### src/rtl/game_pkg.sv
// Shared types and constants for the game clock speed-select logic.
package game_pkg;

   // Rate code consumed by the clock divider: 2'b00 is ratio 1, 2'b11 is ratio 8.
   typedef logic [1:0] rate_t;

   localparam rate_t RATE_FASTEST = 2'b00;
   localparam rate_t RATE_SLOWEST = 2'b11;
   localparam rate_t RATE_DEFAULT = 2'b10;
   localparam int    CLK_HZ       = 50_000_000;

endpackage

### src/rtl/btn_debounce.sv
// Per-button front end: 2-FF synchroniser, debounce counter and rising-edge
// step request. With GAME_SPEED_AUTO_REPEAT_EN defined, a held button also
// issues a repeat step every REPEAT_CYCLES cycles.
module btn_debounce
   import game_pkg::*;
#(
   parameter int DEBOUNCE_CYCLES = 1_000_000,
   parameter int REPEAT_CYCLES   = 25_000_000
) (
   input  logic clk,
   input  logic rst,
   input  logic btn,
   output logic step
);

   localparam int              CNT_W    = $clog2(DEBOUNCE_CYCLES);
   localparam logic [CNT_W-1:0] CNT_LAST = CNT_W'(DEBOUNCE_CYCLES - 1);

   // Reject configurations the debounce and repeat counters cannot represent.
   if (DEBOUNCE_CYCLES < 2 || REPEAT_CYCLES < 1) begin : g_bad_param
      $error("btn_debounce: DEBOUNCE_CYCLES must be >= 2 and REPEAT_CYCLES >= 1");
   end

   logic             meta;
   logic             sync;
   logic             stable;
   logic             stable_d;
   logic [CNT_W-1:0] cnt;
   logic             press;

   // Bring the asynchronous button into the clk domain.
   always_ff @(posedge clk) begin
      // NOTE: non-blocking assignments so each flop samples its pre-edge input;
      // blocking here would collapse the two synchroniser stages into one.
      if (rst) begin
         meta <= 1'b0;
         sync <= 1'b0;
      end else begin
         meta <= btn;
         sync <= meta;
      end
   end

   // Accept a level change only after DEBOUNCE_CYCLES consecutive differing samples.
   always_ff @(posedge clk) begin
      if (rst) begin
         stable <= 1'b0;
         cnt    <= '0;
      end else if (sync == stable) begin
         cnt <= '0;
      end else if (cnt == CNT_LAST) begin
         stable <= sync;
         cnt    <= '0;
      end else begin
         cnt <= cnt + 1'b1;
      end
   end

   // Delayed copy of the debounced level for rising-edge detection.
   always_ff @(posedge clk) begin
      if (rst) stable_d <= 1'b0;
      else     stable_d <= stable;
   end

   assign press = stable & ~stable_d;

`ifdef GAME_SPEED_AUTO_REPEAT_EN
   localparam int              RPT_W    = $clog2(REPEAT_CYCLES + 1);
   localparam logic [RPT_W-1:0] RPT_LAST = RPT_W'(REPEAT_CYCLES - 1);

   logic [RPT_W-1:0] rpt_cnt;
   logic             rpt_fire;

   // Repeat timer restarts at the press pulse and clears while released.
   always_ff @(posedge clk) begin
      if (rst || !stable || press) rpt_cnt <= '0;
      else if (rpt_cnt == RPT_LAST) rpt_cnt <= '0;
      else                          rpt_cnt <= rpt_cnt + 1'b1;
   end

   assign rpt_fire = stable & ~press & (rpt_cnt == RPT_LAST);
   assign step     = press | rpt_fire;
`else
   assign step = press;
`endif

endmodule

### src/rtl/game_speed_ctrl.sv
// Speed-select stage for the game clock divider: two debounced buttons step a
// saturating 2-bit rate code (2'b00 fastest, 2'b11 slowest).
// Optional auto-repeat is enabled by defining GAME_SPEED_AUTO_REPEAT_EN.
module game_speed_ctrl
   import game_pkg::*;
#(
   parameter int    DEBOUNCE_CYCLES = 1_000_000,
   parameter rate_t RESET_RATE      = RATE_DEFAULT,
   parameter int    REPEAT_CYCLES   = 25_000_000
) (
   input  logic  clk,
   input  logic  rst,
   input  logic  btn_faster,
   input  logic  btn_slower,
   output rate_t clk_rate,
   output logic  rate_changed
);

   logic step_faster;
   logic step_slower;

   btn_debounce #(
      .DEBOUNCE_CYCLES (DEBOUNCE_CYCLES),
      .REPEAT_CYCLES   (REPEAT_CYCLES)
   ) u_faster (
      .clk  (clk),
      .rst  (rst),
      .btn  (btn_faster),
      .step (step_faster)
   );

   btn_debounce #(
      .DEBOUNCE_CYCLES (DEBOUNCE_CYCLES),
      .REPEAT_CYCLES   (REPEAT_CYCLES)
   ) u_slower (
      .clk  (clk),
      .rst  (rst),
      .btn  (btn_slower),
      .step (step_slower)
   );

   // Apply one saturating step per accepted request; simultaneous requests cancel.
   always_ff @(posedge clk) begin
      if (rst) begin
         clk_rate     <= RESET_RATE;
         rate_changed <= 1'b0;
      end else begin
         rate_changed <= 1'b0;
         if (step_faster && !step_slower && clk_rate != RATE_FASTEST) begin
            clk_rate     <= clk_rate - 2'd1;
            rate_changed <= 1'b1;
         end else if (step_slower && !step_faster && clk_rate != RATE_SLOWEST) begin
            clk_rate     <= clk_rate + 2'd1;
            rate_changed <= 1'b1;
         end
      end
   end

endmodule

### config.mk
export PLATFORM = sky130hd
export DESIGN_NAME = game_speed_ctrl
export DESIGN_NICKNAME = d
export VERILOG_FILES = /design/src/rtl/game_pkg.sv /design/src/rtl/btn_debounce.sv /design/src/rtl/game_speed_ctrl.sv
export SDC_FILE = /design/constraint.sdc
export NUM_CORES = 1
export LEC_CHECK = 0
export ABC_CLOCK_PERIOD_IN_PS = 2620
export CAP_MARGIN = 20
export CORE_AREA = 2 2 71 73
export CTS_CLUSTER_SIZE = 16
export DETAILED_ROUTE_END_ITERATION = 6
export DIE_AREA = 0 0 73 75
export GPL_TIMING_DRIVEN = 0
export HOLD_SLACK_MARGIN = 0.15
export PLACE_DENSITY_LB_ADDON = 0.05
export SYNTH_ARGS = -nofsm -noshare
export SYNTH_HDL_FRONTEND = slang
export SYNTH_SLANG_ARGS = --single-unit
### constraint.sdc
create_clock -name clk -period 2.62 [get_ports clk]
set_input_delay 0.262 -clock clk [delete_from_list [all_inputs] [get_ports clk]]
set_output_delay 0.262 -clock clk [all_outputs]
set_load 0.02 [all_outputs]
# Word-level counts from Yosys, hierarchy flattened
# Cells that the tools add are included.
# Widths: inputs -> output; s select.
[totals] register_bits=51 in_bits=4 output_inout_bits=3 wordCells=43
[op_classes] addsub=4 eq_ne=5 mux=4 n_bitwise=6 reduce_logical=12
[ops] op="$add 20x1->20 const B" n=2
[ops] op="$eq 20x20->1 const B" n=2
[ops] op="$reduce_or 3->1" n=2
[ops] op="$logic_and 1x1->1" n=4
[ops] op="$mux 2" n=2
[ops] op="$not 1->1" n=4
[ops] op="$reduce_and 2->1" n=2
[ops] op="$reduce_bool 2->1" n=2
[ops] op="$add 2x1->2 const B" n=1
[ops] op="$and 1x1->1" n=2
[ops] op="$eq 1x1->1" n=2
[ops] op="$logic_not 1->1" n=2
[ops] op="$mux 1" n=2
[ops] op="$ne 2x2->1 const B" n=1
[ops] op="$sub 2x1->2 const B" n=1

# Depth between registers and ports, before layout
[logic_depth] ltp_word=7 ltp_mapped=7 depth_no_buf=5

# By module
# Synthesis repeated with hierarchy kept, for this count alone.
[hier_totals] hier_cells=249 area_unflattened_um2=2250.9
[by_module_without_submodules] module="btn_debounce" n_inst=2 cells_each=116 area_each_um2=1048.5 seq_area_each_um2=480.5
[by_module_without_submodules] module="game_speed_ctrl" n_inst=1 cells_each=17 area_each_um2=153.9 seq_area_each_um2=60.1

# Worst setup path after synthesis
# OpenSTA, ideal clock, no wires.
[synth_path] kind="register to register" start="register u_slower.cnt[0]" end="register u_slower.cnt[16]" setup_time_ps=70 arrival_ps=1777 t_required_ps=2550 slack_ps=773 stages_incl_launch_ff=7 path_buffers=1 period_less_slack_ps=1847 path_cell_list="dfxtp_1 ha_1 nand3_2 or3_1 buf_2 or4_1 a21oi_1"
[synth_between] elab_chain_cells=2 elab_cells_between_ends=3 cone_classes="1 x add/sub; 1 x eq/ne; 1 x reduce/logical"
[synth_rtl] element="start: declaration" line="btn_debounce.sv:28" text="logic [CNT_W-1:0] cnt;"
[synth_rtl] element="start signal: assignment" line="btn_debounce.sv:55" text="cnt <= cnt + 1'b1;"
[synth_rtl] element="branches (longest 2 deep; another with $add 20x1->20)"
# Parallel ways; which one is timed is not known.
# A chain may end at the register's enable or synchronous reset.

# Worst setup path in the final report
[layout_path] start="register u_slower.cnt[12]" end="register u_slower.cnt[9]"
[layout_between] elab_chain_cells=2
[layout_rtl] element="$eq 20x20->1" line="btn_debounce.sv:51" text="end else if (cnt == CNT_LAST) begin"
[layout_rtl] element="$reduce_or 3->1 (no source line)"
# Every way passes these cells.

==> metrics.txt <==
grt met2 use=roughly 25%; Post-DP HPWL=2760 um; Final Cycle Share=between 70% and 80%; WHS Endpoint=u_faster.sync; min-delay src=u_faster.meta; crit-path cells=or4b_1 -> nor4_1 -> a21bo_1 -> buf_4 -> buf_6 -> nor2_1; cts repair resizes=0; first drt pass iteration count=4; register area share after synthesis=45.1%; most common cell in the netlist=dfxtp_1; crit path capture type=flop; Seq pwr share=roughly 57%; Initial Utilization=48.6%; initial antenna violation count=0; maximum vdd drop=0.377 mV; slowest CP cell=or4b_1; Core Footprint=0.00466 mm2; Post-CTS Repair Setup Buffers=0; post-synth top area cell=dfxtp_1; Clk pin slew, worst setup/hold paths=0.09 ns; antenna cells=0; Final Hold Viols=0; H-tree depth=2; Sw Share=19.8%; max-cap viol count=0; Layout area overhead=10.8%; #FFs+latches synth=51; All-Layer GR Usage=about 16%; crit-path max cell delay=roughly 0.53 ns; RR Endpoint=u_slower.cnt[9]; gr busiest metal=met2; Worst-Margin Slew=0.555 ns; row cnt=25; Synth area leaders=dfxtp_1 45%, xnor2_1 8.5%, nor2_1 6.3%; Gate power share=2.0%; largest net degree at the start of global routing=16; first-pass GRT wire length=around 6600 um; Clock Tree Buf Depth=2; hold_buf cts=0; top-area cell type share of the netlist area=45.1%; Final nets=between 200 and 300; Clock Latency Late Sink=0.30 ns; Cell Int Power=0.00110 W; top cells by count, synth=51 x dfxtp_1, 38 x nor2_1, 22 x xnor2_1; Avg WL per Cell=11.7 um; RSZ-0062 raised after global routing=false; vias in the first global route=between 1500 and 2000; Req. time, crit path=2.83 ns; fmax=approximately 0.5 GHz; worst hold path class=flop to flop; reg-to-reg slack, setup=approximately 0.58 ns; CTS Root Cell=clkbuf_8; CTS tree=done; Crit path arrival time=about 2.2 ns; relative slew slack=62.7%; met3 usage=4.82%; routed via count=roughly 1800; ys flop type=dfxtp_1; leakage=0.737 nW; reg2reg start=u_slower.cnt[12]; max-slew violations=0; clk sinks=51; global routing usage on met1=~20%; Mapped Cells=260; TritonCTS buffer count=5; final setup TNS=0 ns; Setup Viol. Count Final=0; skew final=0.00988 ns; Post-synth EDFFs=0; synth unique cells=40; CP Max Fanout=10; Routed WL=3840 um; switching pwr=0.000272 W; syn_nets=266; kind of critical path=flop to flop; Hold Path Depth=1; final worst path period need=between 2 and 2.5 ns; # IOs=7; Placed Area=0.00239 mm2; chip width=73 um; GP Congestion=about 0.8; Min Hold Slack=0.445 ns; DRC Markers=0; fraction of layout cells with a size suffix above 1=6.20%; clock network fraction of design power=40.9%; synth warn=0; outcome=completed; Final Instance Area=~0.0025 mm2; Die Span Y=around 75 um; initial drt markers=64; PortBufs=6; Worst Reg-to-Reg Cells=6; Pwr per Cell Area=548 mW/mm2; Die Footprint=0.00548 mm2; synthesized area=0.00227 mm2; remaining antenna violation count after routing=0; synthesized area per cell=slightly below 9 um2; Startpoint Class=flop; grt ovf=0; vias per cell=5.35; Post-synth ARST share=0%
## sequential cells by signal, summed over array words and instances, names as in the netlist
| register | count |
|---|---|
| u_faster.sync | 1 |
| u_slower.meta | 1 |
| u_slower.stable_d | 1 |
| rate_changed | 1 |
| u_faster.cnt | 20 |
| u_slower.sync | 1 |
| u_faster.meta | 1 |
| clk_rate | 2 |
| u_faster.stable_d | 1 |
| u_slower.cnt | 20 |
| u_faster.stable | 1 |
| u_slower.stable | 1 |
## worst max path at each step
| stage | startpoint | endpoint | slack [ns] | depth (start not counted) |
|---|---|---|---|---|
| 6_report | u_slower.cnt[12] | u_slower.cnt[9] | 0.58 | 6 |
| 5_1_grt | u_slower.cnt[12] | u_slower.cnt[0] | 0.45 | 6 |
| 4_1_cts | u_slower.cnt[12] | u_slower.cnt[9] | 0.59 | 6 |
| 3_5_place_dp | u_slower.cnt[12] | u_slower.cnt[9] | 0.60 | 6 |
| 3_3_place_gp | u_slower.cnt[12] | u_slower.cnt[9] | 0.60 | 6 |
| 2_1_floorplan | u_slower.cnt[0] | u_slower.cnt[16] | 0.77 | 6 |
## stage by stage
stage                     std cells  setup WS (ns)  util, %  power (W)
after detailed placement        320          0.604     51.4   0.000832
after global routing            328          0.452     53.9    0.00143
after CTS                       328          0.587     53.9    0.00139
after global placement          320          0.598     51.4   0.000832
final                           328          0.581     53.9    0.00138
after floorplan                 260          0.773        -   0.000819
## per-layer routing
metal	up-vias	part of all wire [%]	wire, um
met5	-	0	0
met4	0	1.5	57
met3	5	3.0	117
met2	15	44	1690
met1	788	51	1980
li1	946	-	-
## area by class of cell
cell class / count / area (um2)
repair buffers: 6 / 60.1
well taps: 54 / 67.6
clock inverters: 2 / 35.0
multi-input cells: 192 / 1170
plain buffers: 6 / 35.0
flip-flops and latches: 51 / 1020
inverters: 11 / 41.3
clock buffers: 6 / 82.6
fillers: 426 / 2150
## worst max-delay path: cells and delay by family (launching register included)
family / cells / cell delay (ns)
simple gates: 3 / 1.07
flops: 1 / 0.38
buf+inv: 2 / 0.31
compound gates: 1 / 0.18
## logic make-up after synthesis
group,synth area share [%]
and+or+nand+nor,30.1
DFF,45.1
AOI/OAI and AO/OA,9.77
xor gates and xnor gates,10.0
buffers and inverters,3.37
adders and majority gates,1.10
muxes,0.497
## placed cells by master (no fill, tap or decap), drive strengths merged, types with 6 or more instances in the layout
cell type	Yosys	layout
a21oi	16	16
clkbuf	3	9
clkdlybuf4s50	0	6
dfxtp	51	51
inv	11	11
nand2	15	15
nand3	11	11
nand4	14	14
nor2	38	38
nor2b	9	9
nor3	9	9
nor4	7	7
or4	6	6
xnor2	22	22
## power by group through the flow
stage / combinational (W) / sequential, W / clock [W]
6_report: 0.0000282 / 0.000785 / 0.000563
5_1_grt: 0.0000323 / 0.000786 / 0.000611
4_1_cts: 0.0000290 / 0.000785 / 0.000579
3_5_place_dp: 0.0000290 / 0.000803 / 0
3_3_place_gp: 0.0000290 / 0.000803 / 0
2_1_floorplan: 0.0000151 / 0.000804 / 0
Note: power is estimated with default switching activity, not from simulation.
